File: config.mk
export PLATFORM = sky130hd
export DESIGN_NAME = queue_fifo
export DESIGN_NICKNAME = d
export VERILOG_FILES = /design/src/rtl/queue_fifo.sv
export SDC_FILE = /design/constraint.sdc
export NUM_CORES = 1
export LEC_CHECK = 0
export ABC_AREA = 0
export ABC_CLOCK_PERIOD_IN_PS = 4200
export BUFFER_PORTS_ARGS = -buffer_cell sky130_fd_sc_hd__buf_2
export CORE_ASPECT_RATIO = 1.4
export CORE_UTILIZATION = 34
export CTS_BUF_LIST = sky130_fd_sc_hd__clkbuf_16
export CTS_CLUSTER_SIZE = 25
export DETAILED_ROUTE_END_ITERATION = 10
export SLEW_MARGIN = 10
export SYNTH_ARGS = -nofsm -noshare
export SYNTH_HDL_FRONTEND = slang
export SYNTH_SLANG_ARGS = --single-unit
File: constraint.sdc
create_clock -name clk -period 4.2 [get_ports clk]
set_input_delay 0.42 -clock clk [delete_from_list [all_inputs] [get_ports clk]]
set_output_delay 0.42 -clock clk [all_outputs]
set_load 0.02 [all_outputs]
File: src/rtl/queue_fifo.sv
// queue_fifo: 8-entry, 8-bit FIFO driven by board push/pop buttons.
// The head byte is shown on two active-low 7-segment digits, and the
// empty/full flags drive LEDs. Each raw button is synchronized to clk and
// reduced to exactly one single-cycle pulse per press.
module queue_fifo #(
    parameter int DEPTH = 8,
    parameter int AW    = 3
) (
    input  logic          clk,
    input  logic          reset,
    input  logic [7:0]    Din,
    input  logic          push_btn,
    input  logic          pop_btn,
    output logic [7:0]    Dout,
    output logic [AW:0]   count,
    output logic          empty,
    output logic          full,
    output logic [6:0]    LED1,
    output logic [6:0]    LED2
);

    localparam logic [6:0] SEG_DASH = 7'b0111111;

    // Bit 0 of these vectors is the push button, bit 1 is the pop button.
    logic [1:0] sync1;
    logic [1:0] sync2;
    logic [1:0] hist;
    logic [1:0] pulse;

    logic [AW-1:0] wr_ptr;
    logic [AW-1:0] rd_ptr;
    logic [7:0]    mem [DEPTH];

    logic do_push;
    logic do_pop;

    // Hex digit to active-low segment pattern, bit0 = a .. bit6 = g.
    function automatic logic [6:0] seg7(input logic [3:0] nib);
        logic [6:0] s;
        case (nib)
            4'h0: s = 7'b1000000;
            4'h1: s = 7'b1111001;
            4'h2: s = 7'b0100100;
            4'h3: s = 7'b0110000;
            4'h4: s = 7'b0011001;
            4'h5: s = 7'b0010010;
            4'h6: s = 7'b0000010;
            4'h7: s = 7'b1111000;
            4'h8: s = 7'b0000000;
            4'h9: s = 7'b0010000;
            4'hA: s = 7'b0001000;
            4'hB: s = 7'b0000011;
            4'hC: s = 7'b1000110;
            4'hD: s = 7'b0100001;
            4'hE: s = 7'b0000110;
            default: s = 7'b0001110;
        endcase
        return s;
    endfunction

    // Synchronize both buttons and turn each rising edge into one registered
    // pulse; the chain resets high so a button held through reset is ignored.
    always_ff @(posedge clk or negedge reset) begin
        if (!reset) begin
            sync1 <= 2'b11;
            sync2 <= 2'b11;
            hist  <= 2'b11;
            pulse <= 2'b00;
        end else begin
            sync1 <= {pop_btn, push_btn};
            sync2 <= sync1;
            hist  <= sync2;
            pulse <= sync2 & ~hist;
        end
    end

    // A pop on an empty queue is dropped; a push on a full queue is only
    // accepted when a pop frees the head slot in the same cycle.
    always_comb begin
        do_pop  = pulse[1] & ~empty;
        do_push = pulse[0] & (~full | do_pop);
    end

    // Pointers wrap modulo DEPTH; count alone tells full from empty.
    always_ff @(posedge clk or negedge reset) begin
        if (!reset) begin
            wr_ptr <= '0;
            rd_ptr <= '0;
            count  <= '0;
        end else begin
            if (do_push) begin
                wr_ptr <= wr_ptr + AW'(1);
            end
            if (do_pop) begin
                rd_ptr <= rd_ptr + AW'(1);
            end
            case ({do_push, do_pop})
                2'b10:   count <= count + (AW+1)'(1);
                2'b01:   count <= count - (AW+1)'(1);
                default: count <= count;
            endcase
        end
    end

    // Storage is deliberately left uncleared by reset.
    always_ff @(posedge clk) begin
        if (do_push) begin
            mem[wr_ptr] <= Din;
        end
    end

    // Status flags, head read and display decode are purely combinational.
    always_comb begin
        empty = (count == '0);
        full  = (count == (AW+1)'(DEPTH));
        Dout  = empty ? 8'h00 : mem[rd_ptr];
        LED1  = empty ? SEG_DASH : seg7(Dout[3:0]);
        LED2  = empty ? SEG_DASH : seg7(Dout[7:4]);
    end

endmodule

==> out/qor.yml, run 1 <==
synthFlopType: "edfxtp_1"
nNetsFinal: 341
worst_slack_ps: 521.6
portBuffers: 39
ys_seq_area_share_pct: 59.40
path_depth: 10
placed_area_mm2: 0.004307
cp_top_family: "compound AO/OA/AOI/OAI gates"
grt.overflow.total: 0
dieArea_mm2: 0.01223
cpPeakStageDelay_ps: 710
final_common_cell: "edfxtp_1"
crit_type: "flop to primary output"
track_usage_pct: 13.77
syn_area_per_cell_um2: 14.84
maxSlewHeadroom_pct: 37.00
tightest_slew_ps: 941.5
path_buf_inv: 3
dp_hpwl_mm: 5.635
outcome: "finished clean"
vias: 2327
clkTransAtPathRegs_ps: 60
final_area_mm2: 0.004608
ys_warn_count: 0
totalWireLength_mm: 7.859
cts_resized: 0
synth-async-reset-ratio_pct: 21.95
ant_nets: 0
rr_worst_depth: 10
die_h_um: 130.4
grt_start_max_net_pins: 21
final_util_pct: 40.44
cp_max_fo: 16
setup_violations: 0
start_kind: "flop"
netlist_area_mm2: 0.004006
slew_viol_final: 0
cts_hold_buffers: 0
pin_count: 40
yosysUniqueCellTypes: 50
core_mm2: 0.01140
num_rows: 46
vias_per_cell: 5.048
clock_latency_ps: 330
cts_sinks: 82
end_kind: "primary output"
fin_skew_ps: 4.971
num_antenna_cells: 0
numCtsBuffers: 9
pre_cts_slack_ps: 856.6
max_freq_mhz: 271.9
root_buffer: "clkbuf_16"
routedWlPerCell_um: 17.05
antenna_found_initial: 0
required_ps: 3780
critPathSlowestCell: "dfrtp_1"
setup-tns-final_ps: 0
synth-seq-cells: 82
cts_setup_buffers: 0
nFillCells: 1086
synthCells: 270
layout_min_cycle_time_ps: 3678
cp.arrival_ps: 3260
syn_nets: 299
cts-htree-levels: 3
dieWidth_um: 93.74
area_growth_pct: 15.02
maxCapViolCount: 0
grt_pass1_vias: 2325
cts_tree: "done"
fin_crit_sh_pct: 87.58
final_hold_viol_count: 0
cts_buffer_depth: 2
drc_errors: 0
gp_congestion: 0.7747
first_pass_iters: 4
crit_path_cell_trace: "buf_4, mux2_2, o22a_1, nand3_2, inv_1, ha_1, a2111oi_0, a41oi_1, o41a_1, buf_2"
grt_pass1_wl_mm: 12.45
drive_above_1_share_pct: 28.71
synth-edff-count: 64
layout_common_cells: "64 x edfxtp_1, 39 x buf_2, 17 x nor2_1, 17 x ha_1, 15 x nand2_1"
hold_path.class: "input port to async pin"
rsz0062_at_grt: "false"
initial_utilization_pct: 35.16
first_iter_violations: 121
path summary, 6_finish.rpt:
check / startpoint / to / slack (ps)
setup / recovery: rd_ptr[1]$_DFFE_PN0P_ / LED2[0] / 520
hold / removal: reset / count[0]$_DFFE_PN0P_ / 10
setup reg to reg: count[1]$_DFFE_PN0P_ / count[2]$_DFFE_PN0P_ / 1390
hold reg to reg: sync1[1]$_DFF_PN1_ / sync2[1]$_DFF_PN1_ / 360
max in group asynchronous: reset / sync2[0]$_DFF_PN1_ / 3870
min in group clk: push_btn / sync1[0]$_DFF_PN1_ / 190
cell type report:
type	count	area (um2)	share of cell area (%)
Tap cell	144	180.2	3.910
Clock buffer	11	275.3	5.973
Inverter	10	37.54	0.8146
Sequential cell	82	2380	51.64
Timing Repair Buffer	42	217.7	4.724
Clock inverter	5	26.28	0.5702
Multi-Input combinational cell	167	1491	32.36
metal layers:
metal	GRT usage, %	routed length (um)
met5	0	0
met4	5.611	144
met3	2.546	332
met2	23.87	4025
met1	16.87	3356
cells by family after synthesis:
logic type	synth area share, %
AOI/OAI and AO/OA	8.620
xor gates and xnor gates	1.749
adders and majority gates	5.309
buffers and inverters	3.372
DFF	59.40
muxes	13.49
and+or+nand+nor	8.057
registers in the layout, indices dropped and copies added (netlist names):
name and cells:
sync1 2, count 4, sync2 2, hist 2, wr_ptr 3, pulse 2
mem 64, rd_ptr 3
synthesized netlist by cell type (3+ instances only):
cell       n  share of area (%)
mux2_1     4                1.1
nand4_1    4               0.62
o22a_1     4               0.87
inv_1      9               0.84
dfrtp_1   12                7.5
nand3_1    8                1.0
a41oi_1    4               0.87
edfxtp_1  64                 48
dfstp_2    6                3.9
a31oi_1    4               0.62
mux2i_4    4                2.2
nor2_1    17                1.6
buf_2      5               0.62
mux2_2     6                1.7
o21ai_1    4               0.50
mux4_2     8                4.5
nor3_1     5               0.62
ha_1      17                5.3
a21oi_1    5               0.62
a221o_1    4                1.0
nand2_1   15                1.4
nor2b_1    3               0.47
nand2b_1   7                1.1
mux2i_1   10                2.5
xnor2_1    4               0.87
xor2_1     4               0.87
stage by stage:
| step | hold slack (ps) | cells |
|---|---|---|
| 5_1_grt | 38.53 | 461 |
| 2_1_floorplan | 124.4 | 270 |
| 3_5_place_dp | 349.2 | 445 |
| 6_report | 12.59 | 461 |
| 4_1_cts | 14.81 | 461 |
| 3_3_place_gp | 346.4 | 445 |
Power of run 1 is not shown: default switching activity piles up to over one toggle a cycle in this logic, so the estimate is an artifact.
==> run 2, diff against run 1 <==
--- a/config.mk
+++ b/config.mk
@@ -9,10 +9,11 @@
 export ABC_CLOCK_PERIOD_IN_PS = 4200
 export BUFFER_PORTS_ARGS = -buffer_cell sky130_fd_sc_hd__buf_2
 export CORE_ASPECT_RATIO = 1.4
-export CORE_UTILIZATION = 34
+export CORE_UTILIZATION = 60
 export CTS_BUF_LIST = sky130_fd_sc_hd__clkbuf_16
 export CTS_CLUSTER_SIZE = 25
 export DETAILED_ROUTE_END_ITERATION = 10
+export PLACE_DENSITY = 0.81
 export SLEW_MARGIN = 10
 export SYNTH_ARGS = -nofsm -noshare
 export SYNTH_HDL_FRONTEND = slang
==> out/qor.yml, run 2 (synthesis results as in run 1) <==
outcome: "complete, but fails checks"  # was finished clean
violations: "DRC"
maxCapViolCount: 0  # unchanged
regMostFlops: "mem"  # unchanged
dieWidth_um: 71.06  # was 93.74 um
maxSlewHeadroom_pct: 33.15  # was 37.00%
cts_tree: "done"  # unchanged
tightest_slew_ps: 999.1  # was 941.5 ps
max_freq_mhz: 264.1  # was 271.9 MHz
dieArea_mm2: 0.007013  # was 0.01223 mm2
r2r_slack_ps: 1320  # was 1390 ps
first_iter_violations: 115  # was 121
cts-htree-levels: 3  # unchanged
crit_type: "flop to primary output"  # unchanged
grt.overflow.total: 0  # unchanged
largest_register_ffs: 64  # unchanged
die_h_um: 98.69  # was 130.4 um
final_common_cell: "edfxtp_1"  # unchanged
totalWireLength_mm: 7.596  # was 7.859 mm
setup-tns-final_ps: 0  # unchanged
worstSetupEndpoint: "LED1[0]"  # was LED2[0]
final_hold_viol_count: 0  # unchanged
start_kind: "flop"  # unchanged
grt_pass1_wl_mm: 12.28  # was 12.45 mm
pin_count: 40  # unchanged
clock_latency_ps: 330  # about the same
fin_crit_sh_pct: 90.16  # was 87.58%
cp-startpoint: "rd_ptr[1]$_DFFE_PN0P_"  # unchanged
rsz0062_at_grt: "false"  # unchanged
area_growth_pct: 12.59  # was 15.02%
grt_start_max_net_pins: 21  # unchanged
nNetsFinal: 341  # unchanged
grt_pass1_vias: 2459  # was 2325
r2r_start: "count[1]$_DFFE_PN0P_"  # unchanged
portBuffers: 39  # unchanged
cts_hold_buffers: 0  # unchanged
whs_ps: 6.868  # was 12.59 ps
cpPeakStageDelay_ps: 710  # about the same
cts_resized: 0  # unchanged
core_mm2: 0.006339  # was 0.01140 mm2
gp_congestion: 0.8213  # was 0.7747
setup_violations: 0  # unchanged
rr_worst_depth: 10  # unchanged
drc_errors: 5  # was 0
ant_nets: 0  # unchanged
end_kind: "primary output"  # unchanged
antenna_found_initial: 0  # unchanged
cp_max_fo: 16  # unchanged
cts_setup_buffers: 0  # unchanged
fin_skew_ps: 8.241  # was 4.971 ps
r2r-end: "count[2]$_DFFE_PN0P_"  # unchanged
dp_hpwl_mm: 5.111  # was 5.635 mm
root_buffer: "clkbuf_16"  # unchanged
first_pass_iters: 7  # was 4
numCtsBuffers: 9  # unchanged
cp.arrival_ps: 3370  # was 3260 ps
reg.largest.list: "mem: 64 flops, count: 4 flops"  # unchanged
crit_path_cell_trace: "buf_4, mux2_2, o22a_1, nand3_1, inv_1, ha_1, a2111oi_0, a41oi_1, o41a_1, buf_2"  # was buf_4, mux2_2, o22a_1, nand3_2, inv_1, ha_1, a2111oi_0, a41oi_1, o41a_1, buf_2
vias: 2405  # was 2327
vias_per_cell: 6.183  # was 5.048
initial_utilization_pct: 63.21  # was 35.16%
critPathSlowestCell: "dfrtp_1"  # unchanged
slew_viol_final: 0  # unchanged
layout_common_cells: "64 x edfxtp_1, 39 x buf_2, 17 x nor2_1, 17 x ha_1, 15 x nand2_1"  # unchanged
cts_buffer_depth: 2  # unchanged
clkTransAtPathRegs_ps: 60  # about the same
drive_above_1_share_pct: 29.34  # was 28.71%
cts_sinks: 82  # unchanged
track_usage_pct: 24.33  # was 13.77%
hold_path.class: "input port to async pin"  # unchanged
layout_min_cycle_time_ps: 3787  # was 3678 ps
final_util_pct: 71.16  # was 40.44%
required_ps: 3780  # about the same
routedWlPerCell_um: 19.53  # was 17.05 um
num_rows: 34  # was 46
num_antenna_cells: 0  # unchanged
==> run 2: cell types whose count changed in the layout (fill, tap and decap cells not counted) <==
| cell | delta |
|---|---|
| clkinv_2 | +1 |
| clkbuf_16 | -1 |
| inv_1 | -2 |
| inv_4 | +1 |
| inv_6 | +2 |
| inv_2 | -1 |
==> run 2: worst max-delay path, delay by kind of cell, from the launching register on <==
kind	cells	cell delay [ps]
AOI/OAI and AO/OA	4	780
muxes	1	380
and+or+nand+nor	1	200
DFF	1	710
buffers and inverters	3	700
adders and majority gates	1	260
==> run 2: worst min path at each step <==
| stage | startpoint | endpoint | slack (ps) | depth (start not counted) |
|---|---|---|---|---|
| 6_report | reset | rd_ptr[2]$_DFFE_PN0P_ | 7 | 1 |
| 5_1_grt | reset | wr_ptr[0]$_DFFE_PN0P_ | 30 | 1 |
| 4_1_cts | reset | wr_ptr[0]$_DFFE_PN0P_ | 20 | 1 |
| 3_5_place_dp | sync1[1]$_DFF_PN1_ | sync2[1]$_DFF_PN1_ | 350 | 0 |
| 3_3_place_gp | sync1[0]$_DFF_PN1_ | sync2[0]$_DFF_PN1_ | 350 | 0 |
| 2_1_floorplan | reset | count[0]$_DFFE_PN0P_ | 120 | 0 |
==> run 2: routing by layer <==
layer	part of all wire, %	global-route usage [%]	routed length (um)
met3	4.7	5.828	354
met2	54	43.42	4112
met1	38	27.19	2922
met4	2.7	11.38	206
met5	0	0	0
==> run 2: layout make-up <==
cell class	instances	area [um2]
Fill cell	420	1828
Tap cell	72	90.09
Multi-Input combinational cell	167	1491
Timing Repair Buffer	42	217.7
Clock inverter	6	43.79
Inverter	10	37.54
Clock buffer	10	250.2
Sequential cell	82	2380
==> run 2: metrics by stage <==
| stage | area, um2 | worst slack (ps) | cells |
|---|---|---|---|
| 6_report | 4511 | 413.3 | 389 |
| 5_1_grt | 4511 | 79.64 | 389 |
| 4_1_cts | 4511 | 399.0 | 389 |
| 3_5_place_dp | 4217 | 772.3 | 373 |
| 3_3_place_gp | 4217 | 952.0 | 373 |
| 2_1_floorplan | 4006 | 1169 | 270 |
Power of run 2 is left out for the same reason.
==> run 3, diff against run 2 <==
--- a/config.mk
+++ b/config.mk
@@ -14,6 +14,7 @@
 export CTS_CLUSTER_SIZE = 25
 export DETAILED_ROUTE_END_ITERATION = 10
 export PLACE_DENSITY = 0.81
+export SETUP_SLACK_MARGIN = 0.5
 export SLEW_MARGIN = 10
 export SYNTH_ARGS = -nofsm -noshare
 export SYNTH_HDL_FRONTEND = slang
==> out/qor.yml, run 3 (synthesis results as in run 1) <==
outcome: "complete, but fails checks"  # unchanged
violations: "DRC"  # unchanged
maxCapViolCount: 0  # unchanged
cts_sinks: 82  # unchanged
cts_tree: "done"  # unchanged
grt_start_max_net_pins: 21  # unchanged
rsz0062_at_grt: "false"  # unchanged
numCtsBuffers: 9  # unchanged
vias: 2400  # was 2405
track_usage_pct: 24.35  # was 24.33%
first_pass_iters: 7  # unchanged
fin_crit_sh_pct: 82.19  # was 90.16%
vias_per_cell: 6.170  # was 6.183
ant_nets: 0  # unchanged
clkTransAtPathRegs_ps: 60  # about the same
tightest_slew_ps: 960.9  # was 999.1 ps
layout_common_cells: "64 x edfxtp_1, 39 x buf_2, 17 x ha_1"  # was 64 x edfxtp_1, 39 x buf_2, 17 x nor2_1, 17 x ha_1, 15 x nand2_1
critPathSlowestCell: "dfrtp_1"  # unchanged
crit_path_cell_trace: "mux4_2, mux2i_4, nand2b_1, inv_1, ha_1, a2111oi_1, a41oi_1, o41a_1, buf_2"  # was buf_4, mux2_2, o22a_1, nand3_1, inv_1, ha_1, a2111oi_0, a41oi_1, o41a_1, buf_2
largest_register_ffs: 64  # unchanged
rr_worst_depth: 10  # unchanged
grt.overflow.total: 0  # unchanged
clock_latency_ps: 330  # about the same
r2r_slack_ps: 1300  # was 1320 ps
crit_type: "flop to primary output"  # unchanged
fin_skew_ps: 8.413  # was 8.241 ps
dieWidth_um: 71.06  # unchanged
antenna_found_initial: 0  # unchanged
grt_pass1_wl_mm: 12.29  # was 12.28 mm
cts_hold_buffers: 0  # unchanged
area_growth_pct: 12.90  # was 12.59%
cpPeakStageDelay_ps: 720  # was 710 ps
drc_errors: 5  # unchanged
slew_viol_final: 0  # unchanged
cp_max_fo: 13  # was 16
maxSlewHeadroom_pct: 35.70  # was 33.15%
final_hold_viol_count: 0  # unchanged
setup-tns-final_ps: 0  # unchanged
dieArea_mm2: 0.007013  # unchanged
end_kind: "primary output"  # unchanged
pre_cts_slack_ps: 772.3  # unchanged
hold_path.class: "input port to async pin"  # unchanged
reg.largest.list: "mem: 64 flops, count: 4 flops"  # unchanged
nNetsFinal: 341  # unchanged
whs_ps: 8.555  # was 6.868 ps
r2r_start: "count[1]$_DFFE_PN0P_"  # unchanged
worst_slack_ps: 748.0  # was 413.3 ps
totalWireLength_mm: 7.648  # was 7.596 mm
initial_utilization_pct: 63.21  # unchanged
layout_min_cycle_time_ps: 3452  # was 3787 ps
cts_buffer_depth: 2  # unchanged
num_rows: 34  # unchanged
setup_violations: 0  # unchanged
first_iter_violations: 118  # was 115
r2r-end: "count[2]$_DFFE_PN0P_"  # unchanged
dp_hpwl_mm: 5.111  # unchanged
final_common_cell: "edfxtp_1"  # unchanged
max_freq_mhz: 289.7  # was 264.1 MHz
grt_pass1_vias: 2459  # unchanged
die_h_um: 98.69  # unchanged
gp_congestion: 0.8213  # unchanged
regMostFlops: "mem"  # unchanged
cp.arrival_ps: 3030  # was 3370 ps
required_ps: 3780  # about the same
final_util_pct: 71.36  # was 71.16%
num_antenna_cells: 0  # unchanged
start_kind: "flop"  # unchanged
drive_above_1_share_pct: 30.28  # was 29.34%
pin_count: 40  # unchanged
root_buffer: "clkbuf_16"  # unchanged
routedWlPerCell_um: 19.66  # was 19.53 um
portBuffers: 39  # unchanged
core_mm2: 0.006339  # unchanged
cts-htree-levels: 3  # unchanged
run 3: area by class of cell:
cell class / count / area, um2
clock inverters: 6 / 43.79
repair buffers: 42 / 221.5
clock buffers: 10 / 250.2
multi-input cells: 167 / 1495
well taps: 72 / 90.09
fillers: 416 / 1815
inverters: 10 / 37.54
flip-flops and latches: 82 / 2385
run 3: worst max-delay path: cells and delay by family, from the launching register on:
family                   cells  cell delay, ps
flip-flops                   1             720
multiplexers                 2             630
AO/OA/AOI/OAI                3             530
buffers and inverters        2             280
adder cells (fa/ha/maj)      1             270
AND/OR/NAND/NOR              1             260
run 3: worst max-delay path by stage:
stage                          start  endpoint  slack [ps]  depth (start not counted)
6_report       rd_ptr[2]$_DFFE_PN0P_   LED1[0]         750                          9
4_1_cts        rd_ptr[1]$_DFFE_PN0P_   LED1[0]         610                         10
5_1_grt        rd_ptr[2]$_DFFE_PN0P_   LED1[0]         520                          9
2_1_floorplan  rd_ptr[1]$_DFFE_PN0P_   LED1[2]        1170                          8
3_5_place_dp   rd_ptr[1]$_DFFE_PN0P_   LED1[0]         770                         10
3_3_place_gp   rd_ptr[1]$_DFFE_PN0P_   LED1[0]         950                         10
run 3: what timing repair did:
action | CTS | global route
resized for setup | 1 | 5
buffers inserted | 0 | 0
setup endpoints to repair | 1 | 1
run 3: stage by stage:
stage          area [um2]  cells
2_1_floorplan        4006    270
3_3_place_gp         4217    373
3_5_place_dp         4217    373
4_1_cts              4512    389
5_1_grt              4523    389
6_report             4523    389
run 3: routing by layer:
layer / track usage (%) / vias to the layer above / wire [um]
met2: 43.49 / 79 / 4248
met3: 5.828 / 14 / 287
met4: 11.38 / 0 / 172
li1: - / 1130 / -
met1: 27.19 / 1177 / 2940
met5: 0 / - / 0
Power of run 3 is left out for the same reason.
